`config.mk`:
```
export PLATFORM = sky130hd
export DESIGN_NAME = aukv_uart_rx
export DESIGN_NICKNAME = d
export VERILOG_FILES = /design/src/rtl/aukv_uart_pkg.sv /design/src/rtl/aukv_sync_fifo.sv /design/src/rtl/aukv_uart_rx.sv
export SDC_FILE = /design/constraint.sdc
export NUM_CORES = 1
export LEC_CHECK = 0
export CORE_ASPECT_RATIO = 1.25
export CORE_MARGIN = 4
export CORE_UTILIZATION = 35
export CTS_BUF_LIST = sky130_fd_sc_hd__clkbuf_4
export DETAILED_ROUTE_END_ITERATION = 8
export REMOVE_ABC_BUFFERS = 1
export SLEW_MARGIN = 20
export SYNTH_ARGS = -nofsm -noshare
export SYNTH_HDL_FRONTEND = slang
export SYNTH_SLANG_ARGS = --single-unit
```
`constraint.sdc`:
```
create_clock -name i_clk -period 3.36 [get_ports i_clk]
set_clock_uncertainty 0.1 [all_clocks]
set_input_delay 0.672 -clock i_clk [delete_from_list [all_inputs] [get_ports i_clk]]
set_output_delay 0.672 -clock i_clk [all_outputs]
set_load 0.02 [all_outputs]
```
`src/rtl/aukv_uart_pkg.sv`:
```
// Shared UART definitions for the AUK-V RX (and the future TX) datapath.
// Frame FSM encoding, data width, default bit timing and a 3-input vote helper.
package aukv_uart_pkg;

  localparam int DATA_BITS        = 8;
  localparam int CLKS_PER_BIT_DEF = 434;

  typedef enum logic [2:0] {
    ST_IDLE   = 3'd0,
    ST_START  = 3'd1,
    ST_DATA   = 3'd2,
    ST_PARITY = 3'd3,
    ST_STOP   = 3'd4,
    ST_BREAK  = 3'd5
  } uart_state_e;

  function automatic logic maj3(input logic a, input logic b, input logic c);
    return (a & b) | (a & c) | (b & c);
  endfunction

endpackage

```
`src/rtl/aukv_sync_fifo.sv`:
```
// Single-clock first-word-fall-through FIFO; DEPTH must be a power of two.
// A push into a full FIFO is accepted when a pop happens in the same cycle.
module aukv_sync_fifo #(
  parameter int WIDTH = 8,
  parameter int DEPTH = 4
) (
  input  logic             i_clk,
  input  logic             i_rst,
  input  logic             i_push,
  input  logic [WIDTH-1:0] i_din,
  input  logic             i_pop,
  output logic [WIDTH-1:0] o_dout,
  output logic             o_full,
  output logic             o_empty
);

  localparam int AW = $clog2(DEPTH);
  localparam logic [AW:0] FULL_CNT = (AW+1)'(DEPTH);

  logic [WIDTH-1:0] mem [DEPTH];
  logic [AW-1:0]    wr_ptr, rd_ptr;
  logic [AW:0]      count;
  logic             do_push, do_pop;

  assign o_empty = (count == '0);
  assign o_full  = (count == FULL_CNT);
  assign do_pop  = i_pop & ~o_empty;
  assign do_push = i_push & (~o_full | do_pop);
  assign o_dout  = mem[rd_ptr];

  always_ff @(posedge i_clk) begin
    if (i_rst) begin
      wr_ptr <= '0;
      rd_ptr <= '0;
      count  <= '0;
    end else begin
      if (do_push) wr_ptr <= wr_ptr + 1'b1;
      if (do_pop)  rd_ptr <= rd_ptr + 1'b1;
      case ({do_push, do_pop})
        2'b10:   count <= count + 1'b1;
        2'b01:   count <= count - 1'b1;
        default: count <= count;
      endcase
    end
  end

  always_ff @(posedge i_clk) begin
    if (do_push) mem[wr_ptr] <= i_din;
  end

endmodule

```
`src/rtl/aukv_uart_rx.sv`:
```
// AUK-V UART receiver: 2-flop synchroniser, mid-bit 3-sample vote, FWFT byte FIFO.
// Define AUKV_UART_RX_PARITY_EN for 8E1 frames with a sticky o_parity_err output.
module aukv_uart_rx
  import aukv_uart_pkg::*;
#(
  parameter int CLKS_PER_BIT = CLKS_PER_BIT_DEF,
  parameter int FIFO_DEPTH   = 4
) (
  input  logic       i_clk,
  input  logic       i_rst,
  input  logic       i_rx,
  output logic [7:0] o_rx_data,
  output logic       o_rx_valid,
  input  logic       i_rx_ready,
  output logic       o_frame_err,
  output logic       o_overrun,
  input  logic       i_clr_err,
`ifdef AUKV_UART_RX_PARITY_EN
  output logic       o_parity_err,
`endif
  output logic       o_busy
);

  localparam int CW = $clog2(CLKS_PER_BIT);
  localparam int IW = $clog2(DATA_BITS);
  localparam logic [CW-1:0] S_LO   = CW'(CLKS_PER_BIT/2 - 1);
  localparam logic [CW-1:0] S_MID  = CW'(CLKS_PER_BIT/2);
  localparam logic [CW-1:0] S_HI   = CW'(CLKS_PER_BIT/2 + 1);
  localparam logic [CW-1:0] S_LAST = CW'(CLKS_PER_BIT - 1);
  localparam logic [IW-1:0] I_LAST = IW'(DATA_BITS - 1);

  uart_state_e          state_q, state_d;
  logic [1:0]           sync_q;
  logic                 rxs, rxs_d;
  logic [CW-1:0]        cnt_q;
  logic [IW-1:0]        idx_q;
  logic                 s_lo_q, s_mid_q;
  logic [DATA_BITS-1:0] shreg_q;
  logic                 at_hi, maj;
  logic                 shift_en, idx_clr, push, set_ferr, set_ovr, par_bad;
  logic                 ferr_q, ovr_q;
  logic                 fifo_pop, fifo_full, fifo_empty;
  logic [7:0]           fifo_dout;
`ifdef AUKV_UART_RX_PARITY_EN
  logic                 set_perr, perr_q, par_bad_q;
`endif

  assign rxs   = sync_q[1];
  assign at_hi = (cnt_q == S_HI);
  // The third vote is taken live on the mid+1 cycle, so decisions land there.
  assign maj   = maj3(s_lo_q, s_mid_q, rxs);

  always_ff @(posedge i_clk) begin
    if (i_rst) state_q <= ST_IDLE;
    else       state_q <= state_d;
  end

  always_comb begin
    state_d  = state_q;
    shift_en = 1'b0;
    idx_clr  = 1'b0;
    push     = 1'b0;
    set_ferr = 1'b0;
    set_ovr  = 1'b0;
`ifdef AUKV_UART_RX_PARITY_EN
    set_perr = 1'b0;
`endif
    case (state_q)
      ST_IDLE: if (rxs_d & ~rxs) state_d = ST_START;
      ST_START: begin
        if (at_hi) begin
          if (maj) begin
            state_d = ST_IDLE;
          end else begin
            state_d = ST_DATA;
            idx_clr = 1'b1;
          end
        end
      end
      ST_DATA: begin
        if (at_hi) begin
          shift_en = 1'b1;
          if (idx_q == I_LAST) begin
`ifdef AUKV_UART_RX_PARITY_EN
            state_d = ST_PARITY;
`else
            state_d = ST_STOP;
`endif
          end
        end
      end
`ifdef AUKV_UART_RX_PARITY_EN
      ST_PARITY: begin
        if (at_hi) begin
          state_d  = ST_STOP;
          set_perr = (maj != ^shreg_q);
        end
      end
`endif
      ST_STOP: begin
        if (at_hi) begin
          if (maj) begin
            // Leave at mid+1 so a start bit right after the stop bit is caught.
            state_d = ST_IDLE;
            if (!par_bad) begin
              if (fifo_full && !fifo_pop) set_ovr = 1'b1;
              else                        push    = 1'b1;
            end
          end else begin
            state_d  = ST_BREAK;
            set_ferr = 1'b1;
          end
        end
      end
      ST_BREAK: if (rxs) state_d = ST_IDLE;
      default:  state_d = ST_IDLE;
    endcase
  end

  always_ff @(posedge i_clk) begin
    if (i_rst) begin
      sync_q  <= 2'b11;
      rxs_d   <= 1'b1;
      cnt_q   <= '0;
      idx_q   <= '0;
      s_lo_q  <= 1'b1;
      s_mid_q <= 1'b1;
      shreg_q <= '0;
    end else begin
      sync_q <= {sync_q[0], i_rx};
      rxs_d  <= rxs;
      // Held at zero in IDLE so START begins counting from the detected edge.
      if (state_q == ST_IDLE || cnt_q == S_LAST) cnt_q <= '0;
      else                                       cnt_q <= cnt_q + 1'b1;
      if (cnt_q == S_LO)  s_lo_q  <= rxs;
      if (cnt_q == S_MID) s_mid_q <= rxs;
      if (idx_clr)       idx_q <= '0;
      else if (shift_en) idx_q <= idx_q + 1'b1;
      if (shift_en) shreg_q <= {maj, shreg_q[DATA_BITS-1:1]};
    end
  end

  // Set beats clear when both happen in one cycle.
  always_ff @(posedge i_clk) begin
    if (i_rst) begin
      ferr_q <= 1'b0;
      ovr_q  <= 1'b0;
    end else begin
      if (set_ferr)       ferr_q <= 1'b1;
      else if (i_clr_err) ferr_q <= 1'b0;
      if (set_ovr)        ovr_q  <= 1'b1;
      else if (i_clr_err) ovr_q  <= 1'b0;
    end
  end

`ifdef AUKV_UART_RX_PARITY_EN
  // par_bad_q remembers a bad parity bit for this frame independent of i_clr_err.
  always_ff @(posedge i_clk) begin
    if (i_rst) begin
      perr_q    <= 1'b0;
      par_bad_q <= 1'b0;
    end else begin
      if (set_perr)       perr_q <= 1'b1;
      else if (i_clr_err) perr_q <= 1'b0;
      if (state_q == ST_IDLE) par_bad_q <= 1'b0;
      else if (set_perr)      par_bad_q <= 1'b1;
    end
  end
  assign par_bad      = par_bad_q;
  assign o_parity_err = perr_q;
`else
  assign par_bad = 1'b0;
`endif

  aukv_sync_fifo #(
    .WIDTH (8),
    .DEPTH (FIFO_DEPTH)
  ) u_fifo (
    .i_clk   (i_clk),
    .i_rst   (i_rst),
    .i_push  (push),
    .i_din   (shreg_q),
    .i_pop   (fifo_pop),
    .o_dout  (fifo_dout),
    .o_full  (fifo_full),
    .o_empty (fifo_empty)
  );

  assign o_rx_valid  = ~fifo_empty;
  assign fifo_pop    = o_rx_valid & i_rx_ready;
  assign o_rx_data   = o_rx_valid ? fifo_dout : 8'h00;
  assign o_frame_err = ferr_q;
  assign o_overrun   = ovr_q;
  assign o_busy      = (state_q != ST_IDLE);

endmodule

```
==> results of run 1 <==
area by class of cell:
| type | instances | area, um^2 | area share |
|---|---|---|---|
| Timing Repair Buffer | 20 | 190 | 0.0553 |
| Multi-Input combinational cell | 168 | 1170 | 0.341 |
| Sequential cell | 71 | 1740 | 0.507 |
| Inverter | 13 | 48.8 | 0.0142 |
| Tap cell | 97 | 121 | 0.0353 |
| Clock buffer | 9 | 67.6 | 0.0197 |
| Clock inverter | 7 | 96.3 | 0.0280 |
where the power goes:
part / leakage, nW / switching, mW / internal (mW)
Sequential: 0.611 / 0.00290 / 0.896
Clock: 0.0802 / 0.302 / 0.303
Combinational: 0.470 / 0.0142 / 0.0121
worst max-delay path by stage:
stage | endpoint | slack, ns
5_1_grt | o_rx_data[1] | 0.14
3_5_place_dp | u_fifo.count[2]$_SDFFE_PP0P_ | 0.19
3_3_place_gp | u_fifo.count[2]$_SDFFE_PP0P_ | 0.29
2_1_floorplan | u_fifo.count[2]$_SDFFE_PP0P_ | 0.70
6_report | o_rx_data[1] | 0.30
4_1_cts | o_rx_data[1] | 0.22
critical path: cells and delay by family, from the launching register on:
family | cells | cell delay [ns]
buffers and inverters | 2 | 0.76
muxes | 1 | 0.49
and+or+nand+nor | 1 | 0.16
DFF | 1 | 0.50
registers in the layout, indices dropped and copies added (netlist names), 2 cells and up, named ones only:
signal and cells:
cnt_q 9, idx_q 3, shreg_q 8, state_q 3
sync_q 2, u_fifo.count 3, u_fifo.mem 32, u_fifo.rd_ptr 2
u_fifo.wr_ptr 2
cell families (layout without fill, tap and decap cells):
kind of cell | count (synthesis) | after routing
AND/OR/NAND/NOR | 103 | 103
flip-flops | 71 | 71
AO/OA/AOI/OAI | 27 | 27
buffers and inverters | 25 | 49
XOR/XNOR | 14 | 14
adder cells (fa/ha/maj) | 13 | 13
multiplexers | 11 | 11
synth_stat cells:
cell	count
nor3_1	4
inv_1	13
ha_1	11
xor2_1	5
a211oi_1	1
nor2_1	25
o22ai_1	1
o311ai_0	1
dfxtp_1	39
clkbuf_1	9
maj3_1	1
and2_4	1
edfxtp_1	32
fa_1	1
and2_1	13
and3_1	5
or4b_4	1
buf_1	1
nand2b_1	2
nor4b_1	2
o31ai_1	1
nand3_1	5
a2bb2oi_1	1
nand2_1	31
mux2i_1	3
a21oi_1	17
or3_1	4
nand4_1	1
or4_1	1
or3b_2	2
mux4_2	8
o31a_1	1
or2_2	4
buf_2	2
or3_4	1
o21ai_0	4
xnor2_1	9
or2_1	1
metal layers:
layer,global-route usage,part of all wire,vias to the layer above
met4,0.0372,0.013,0
met2,0.183,0.51,20
met3,0.0324,0.031,5
met1,0.116,0.44,869
li1,-,-,951
met5,0,0,-
through the flow:
stage	utilization	instances	total power [mW]	cell area (um^2)
floorplan	-	252	0.931	2960
global placement	0.393	369	0.946	3270
detailed placement	0.393	369	0.946	3270
CTS	0.413	385	1.55	3440
global route	0.413	385	1.59	3440
finish	0.413	385	1.53	3440
==> results.ini, run 1 <==
[timing]
slew_violations=0
fin_crit_ns=3.06
finalSetupViolCount=0
worst_pin_slew_ns=0.732
fin_crit_sh=0.912
setup_ws_ns=0.295
hold_viol=0
rsz0062_at_grt=no
slew_headroom=0.510
fmax_ghz=0.326
whs_ns=0.324
tns_ns=0

[die]
io_pins=17
core-area_um2=8330
start_util=0.361
rows=37
die_y_um=112
die_area_um2=10200
die_w_um=91.0

[logic_synthesis]
synth_top_family_by_area=simple AND/OR/NAND/NOR gates
syn_area_per_cell_um2=11.4
synth_compound_area_frac=0.0507
yosys-top-cells-area=edfxtp_1 32%, dfxtp_1 26%, mux4_2 6.0%
synth_warnings=0
syn_inst=264
ys_seq_area_frac=0.579
yosys.area.top_type=edfxtp_1
synth_seq_cells=71
synthAdderAreaFrac=0.0557
yosys.area_share.xor_xnor=0.0407
ys_types=38
synth_top_area_frac=0.319
synth_area_um2=3010
synth-simple-area-share=0.172
synth.area.mux_share=0.0698

[cts]
clk_latency_ns=0.39
cts_tree=done
root_buffer=clkbuf_4
cts.sinks=71
cts_made_buffers=9
cts_resized=0
htree_levels=3
cts_setup_buffers=0
hold_buffers=0
clockBufferDepth=2
clkTransAtPathRegs_ns=0.12

[routing]
wire_per_inst_um=12.7
drtIter0Drc=71
vias=1845
drc=0
first_pass_iters=5
antenna_left=0
vias_per_cell=4.79
wirelength_mm=4.90

[global_routing]
grt_start_max_net_pins=26
grt_pass1_wl_mm=8.45
grt_pass1_vias=1811
grt_antenna_before_repair=0
grt_usage=0.103
grt_overflow=0

[critical_path]
cp.required_ns=2.59
rrSetupSlack_ns=0.87
crit_type=flop to primary output
crit_path_max_fanout=5
reg2reg_depth=10
path_cells=buf_4, mux4_2, and2_1, clkdlybuf4s50_1
reg2reg_from=cnt_q[2]$_SDFF_PP0_
end_kind=primary output
slowest_delay_ns=0.53
worst_setup_path_start_kind=flop
crit_slowest_cell=clkdlybuf4s50_1
worstReg2RegEnd=u_fifo.count[2]$_SDFFE_PP0P_
arrival_ns=2.29

[min_path]
worstHoldStart=sync_q[0]$_SDFF_PP1_
holdPathEnd=sync_q[1]$_SDFF_PP1_
whs_path_depth=1
hp-class=flop to flop

[pwr]
leakagePower_nw=1.16
peakVddDrop_v=0.000224
power_density_nw_per_um2=445

[place]
routabilityCongestion=0.795
place_ws_ns=0.188
hpwl_mm=3.45
portBuffers=16

[cells_and_area]
drive_gt1_frac=0.125
diodes=0
layout_common_cells=39 x dfxtp_1, 32 x edfxtp_1, 31 x nand2_1
nFillCells=815
nNetsFinal=300
area_growth_pct=14.2
layout_commonest_cell=dfxtp_1

[status]
status=finished clean

[job]
drv_cap=0

Power figures use the tool's default switching activity.
==> inputs of run 2 (changes only) <==
PLACE_DENSITY_LB_ADDON = 0.05   (was unset)
==> results.ini, run 2 (synthesized netlist as in run 1, its figures left out) <==
[routing]
vias_per_cell=4.82  ; was 4.79
first_pass_iters=4  ; was 5
drtIter0Drc=98  ; was 71
wirelength_mm=5.23  ; was 4.90 mm
wire_per_inst_um=13.6  ; was 12.7 um
vias=1852  ; was 1,845
antenna_left=0  ; unchanged
drc=0  ; unchanged

[global_routing]
grt_usage=0.115  ; was 0.103
grt_antenna_before_repair=0  ; unchanged
grt_overflow=0  ; unchanged
grt_start_max_net_pins=25  ; was 26
grt_pass1_wl_mm=9.17  ; was 8.45 mm
grt_pass1_vias=1860  ; was 1,811

[critical_path]
reg2reg_depth=10  ; unchanged
crit_slowest_cell=clkdlybuf4s50_1  ; unchanged
crit_type=flop to primary output  ; unchanged
slowest_delay_ns=0.53  ; about the same
worst_setup_path_start_kind=flop  ; unchanged
arrival_ns=2.14  ; was 2.29 ns
cp.required_ns=2.59  ; about the same
path_cells=buf_4, mux4_2, and2_1, clkdlybuf4s50_1  ; unchanged
end_kind=primary output  ; unchanged
reg2reg_from=cnt_q[2]$_SDFF_PP0_  ; unchanged
crit_path_max_fanout=8  ; was 5

[cells_and_area]
layout_common_cells=39 x dfxtp_1, 32 x edfxtp_1, 31 x nand2_1  ; unchanged
area_growth_pct=13.1  ; was 14.2%
top_regs=u_fifo.mem x32, cnt_q x9, shreg_q x8  ; unchanged
diodes=0  ; unchanged
largest-register=u_fifo.mem  ; unchanged
nNetsFinal=299  ; was 300
largest_reg_flops=32  ; unchanged
layout_commonest_cell=dfxtp_1  ; unchanged
drive_gt1_frac=0.125  ; about the same

[die]
core-area_um2=8330  ; unchanged
die_y_um=112  ; unchanged
die_area_um2=10200  ; unchanged
rows=37  ; unchanged
die_w_um=91.0  ; unchanged
start_util=0.361  ; unchanged
io_pins=17  ; unchanged

[pwr]
power_frac_seq=0.616  ; was 0.588
comb_power_share=0.018  ; was 0.017
clkPwrFrac=0.366  ; was 0.395
leakagePower_nw=1.16  ; about the same
internal_power_mw=1.14  ; was 1.21 mW
power_density_nw_per_um2=429  ; was 445 nW/um^2
switching_share=0.217  ; was 0.209
power.switching_mw=0.317  ; was 0.319 mW
design_power_total_mw=1.46  ; was 1.53 mW
peakVddDrop_v=0.000221  ; was 0.000224 V

[cts]
cts_setup_buffers=0  ; unchanged
clkTransAtPathRegs_ns=0.12  ; about the same
cts.sinks=71  ; unchanged
clk_latency_ns=0.40  ; was 0.39 ns
cts_resized=0  ; unchanged
hold_buffers=0  ; unchanged
clockBufferDepth=2  ; unchanged
cts_made_buffers=9  ; unchanged
root_buffer=clkbuf_4  ; unchanged
cts_tree=done  ; unchanged
htree_levels=3  ; unchanged

[timing]
rsz0062_at_grt=no  ; unchanged
hold_viol=0  ; unchanged
slew_headroom=0.506  ; was 0.510
fin_crit_sh=0.867  ; was 0.912
finalSetupViolCount=0  ; unchanged
setup_ws_ns=0.447  ; was 0.295 ns
worst_pin_slew_ns=0.738  ; was 0.732 ns
slew_violations=0  ; unchanged
tns_ns=0  ; unchanged
fin_crit_ns=2.91  ; was 3.06 ns
fmax_ghz=0.343  ; was 0.326 GHz

[place]
portBuffers=16  ; unchanged
routabilityCongestion=0.712  ; was 0.795
place_ws_ns=0.201  ; was 0.188 ns
hpwl_mm=3.59  ; was 3.45 mm

[min_path]
whs_path_depth=1  ; unchanged
hp-class=flop to flop  ; unchanged
worstHoldStart=sync_q[0]$_SDFF_PP1_  ; unchanged

[job]
drv_cap=0  ; unchanged

[status]
status=finished clean  ; unchanged

## run 2: cell types whose count changed in the layout (fill, tap and decap cells not counted)
cell        previous run  this run
clkinv_4               1         2
inv_6                  1         0
clkbuf_4               9        10
clkinv_1               1         0
bufinv_16              2         1
clkinv_2               0         3
clkinvlp_4             2         0
buf_4                  4         3
## run 2: cell type report
class                   count  area [um^2]
repair buffers             19          183
clock buffers              10         75.1
well taps                  97          121
multi-input cells         168         1170
flip-flops and latches     71         1740
clock inverters             6         62.6
inverters                  13         48.8
fillers                   814         4930
## run 2: final timing paths
kind | end | slack [ns]
worst max register to register | u_fifo.count[2]$_SDFFE_PP0P_ | 0.87
worst min register to register | sync_q[1]$_SDFF_PP1_ | 0.32
worst max-delay path | o_rx_data[7] | 0.45
worst min-delay path | sync_q[1]$_SDFF_PP1_ | 0.32
## run 2: worst max-delay path: cells and delay by family (launching register included)
family | cells | cell delay, ns
mux | 1 | 0.50
flops | 1 | 0.33
simple gates | 1 | 0.17
buf+inv | 2 | 0.73
## run 2: power by group through the flow
stage,sequential (mW),clock [mW],combinational (mW)
finish,0.899,0.534,0.0268
global route,0.900,0.594,0.0305
CTS,0.899,0.558,0.0276
detailed placement,0.919,0,0.0274
global placement,0.919,0,0.0275
floorplan,0.918,0,0.0127
## run 2: through the flow
| step | hold slack (ns) | cell area (um^2) | utilization | cells |
|---|---|---|---|---|
| 3_5_place_dp | 0.299 | 3270 | 0.392 | 368 |
| 5_1_grt | 0.346 | 3400 | 0.409 | 384 |
| 3_3_place_gp | 0.293 | 3270 | 0.392 | 368 |
| 4_1_cts | 0.334 | 3400 | 0.409 | 384 |
| 2_1_floorplan | 0.289 | 2960 | - | 252 |
| 6_report | 0.322 | 3400 | 0.409 | 384 |
## run 2: per-layer routing
metal | routed length, um | global-route usage | vias to the layer above
met3 | 156 | 0.0257 | 10
met2 | 2570 | 0.191 | 24
met5 | 0 | 0 | -
met4 | 106 | 0.0573 | 0
li1 | - | - | 947
met1 | 2400 | 0.139 | 871
==> inputs of run 3 (changes only) <==
SKIP_LAST_GASP = 1   (was unset)
clock period = 3.7 ns   (was 3.36 ns; I/O delays follow)
==> results.ini, run 3 (synthesized netlist as in run 1, its figures left out) <==
[routing]
wire_per_inst_um=13.9  ; was 13.6 um
vias=1835  ; was 1,852
antenna_left=0  ; unchanged
drtIter0Drc=109  ; was 98
drc=0  ; unchanged
first_pass_iters=4  ; unchanged
vias_per_cell=4.80  ; was 4.82
wirelength_mm=5.33  ; was 5.23 mm

[cells_and_area]
drive_gt1_frac=0.116  ; was 0.125
multiInputGateArea_um2=1170  ; unchanged
largest_reg_flops=32  ; unchanged
diodes=0  ; unchanged
nNetsFinal=297  ; was 299
layout_commonest_cell=dfxtp_1  ; unchanged
seq_area_um2=1740  ; unchanged
stdcell_count=382  ; was 384
top_regs=u_fifo.mem x32, cnt_q x9, shreg_q x8  ; unchanged
area_growth_pct=14.3  ; was 13.1%
largest-register=u_fifo.mem  ; unchanged
nFillCells=831  ; was 814
final_util=0.413  ; was 0.409
layout_common_cells=39 x dfxtp_1, 32 x edfxtp_1, 31 x nand2_1  ; unchanged

[cts]
clkTransAtPathRegs_ns=0.12  ; about the same
root_buffer=clkbuf_4  ; unchanged
cts.sinks=71  ; unchanged
cts_resized=0  ; unchanged
htree_levels=3  ; unchanged
cts_made_buffers=9  ; unchanged
clk_latency_ns=0.41  ; was 0.40 ns
clockBufferDepth=2  ; unchanged
cts_setup_buffers=0  ; unchanged
hold_buffers=0  ; unchanged
cts_tree=done  ; unchanged

[timing]
worst_pin_slew_ns=0.738  ; about the same
slew_violations=0  ; unchanged
hold_viol=0  ; unchanged
setup_ws_ns=0.471  ; was 0.447 ns
rsz0062_at_grt=no  ; unchanged
finalSetupViolCount=0  ; unchanged
fmax_ghz=0.310
slew_headroom=0.506  ; about the same
fin_crit_ns=3.23
tns_ns=0  ; unchanged
fin_crit_sh=0.873

[critical_path]
worstReg2RegEnd=u_fifo.count[2]$_SDFFE_PP0P_  ; unchanged
crit_path_max_fanout=8  ; unchanged
cp.required_ns=2.86  ; was 2.59 ns
crit_slowest_cell=dfxtp_1  ; was clkdlybuf4s50_1
reg2reg_from=cnt_q[2]$_SDFF_PP0_  ; unchanged
rrSetupSlack_ns=1.01  ; was 0.87 ns
crit_type=flop to primary output  ; unchanged
crit_family=flip-flops  ; was buffers and inverters
slowest_delay_ns=0.71  ; was 0.53 ns
path_cells=mux4_2, and2_1, clkdlybuf4s50_1  ; was buf_4, mux4_2, and2_1, clkdlybuf4s50_1
arrival_ns=2.39  ; was 2.14 ns
reg2reg_depth=10  ; unchanged
worst_setup_path_start_kind=flop  ; unchanged
path_buf_inv=1  ; was 2
end_kind=primary output  ; unchanged

[min_path]
holdPathEnd=sync_q[1]$_SDFF_PP1_  ; unchanged
worstHoldStart=sync_q[0]$_SDFF_PP1_  ; unchanged
hp-class=flop to flop  ; unchanged
whs_path_depth=1  ; unchanged

[place]
routabilityCongestion=0.702  ; was 0.712
place_ws_ns=0.332  ; was 0.201 ns
hpwl_mm=3.52  ; was 3.59 mm
placed_cells=366  ; was 368
portBuffers=16  ; unchanged

[die]
die_area_um2=10200  ; unchanged
core-area_um2=8330  ; unchanged
die_w_um=91.0  ; unchanged
rows=37  ; unchanged
die_y_um=112  ; unchanged
io_pins=17  ; unchanged
start_util=0.361  ; unchanged

[global_routing]
grt_pass1_wl_mm=9.05  ; was 9.17 mm
grt_overflow=0  ; unchanged
grt_antenna_before_repair=0  ; unchanged
grt_start_max_net_pins=26  ; was 25
grt_pass1_vias=1805  ; was 1,860
grt_usage=0.114  ; was 0.115

[pwr]
power_density_nw_per_um2=428  ; was 429 nW/um^2
peakVddDrop_v=0.000171  ; was 0.000221 V
leakagePower_nw=1.16  ; about the same

[status]
status=finished clean  ; unchanged

[job]
drv_cap=0  ; unchanged

-- run 3: cell count changes in the layout (fill, tap and decap cells not counted), sizes merged --
cell / delta
buf: -2
bufinv: +2
clkinv: -2
clkbuf: -1
inv: +1
-- run 3: final cells by class --
class,count,area share
clock buffer,9,0.0196
clock inverter,7,0.0349
inverter,13,0.0142
timing repair buffer,17,0.0487
multi-input combinational,168,0.341
tap,97,0.0353
sequential,71,0.506
-- run 3: where the power goes --
group          leakage, nW  internal, mW  switching [mW]
clock network       0.0981         0.345           0.285
registers            0.611         0.814         0.00267
logic                0.454        0.0110          0.0132
-- run 3: worst max-delay path by stage --
stage	slack [ns]	to	start	depth (start not counted)
after global placement	0.42	u_fifo.count[2]$_SDFFE_PP0P_	i_rx_ready	11
after floorplan	0.97	u_fifo.count[2]$_SDFFE_PP0P_	i_rx_ready	10
after global routing	0.30	o_rx_data[3]	flop	3
after CTS	0.37	o_rx_data[7]	flop	3
final	0.47	o_rx_data[7]	flop	3
after detailed placement	0.33	u_fifo.count[2]$_SDFFE_PP0P_	i_rx_ready	11
-- run 3: through the flow --
| step | hold slack (ns) | power [mW] | cell area [um^2] |
|---|---|---|---|
| finish | 0.333 | 1.47 | 3440 |
| global route | 0.335 | 1.53 | 3440 |
| CTS | 0.322 | 1.49 | 3440 |
| detailed placement | 0.297 | 0.859 | 3250 |
| global placement | 0.293 | 0.859 | 3250 |
| floorplan | 0.289 | 0.845 | 2960 |
-- run 3: layer usage --
metal  share of wire  GRT usage  vias up
li1                -          -      941
met1            0.47      0.142      861
met2            0.48      0.185       24
met3           0.029     0.0291        9
met4           0.018     0.0543        0
met5               0          0        -
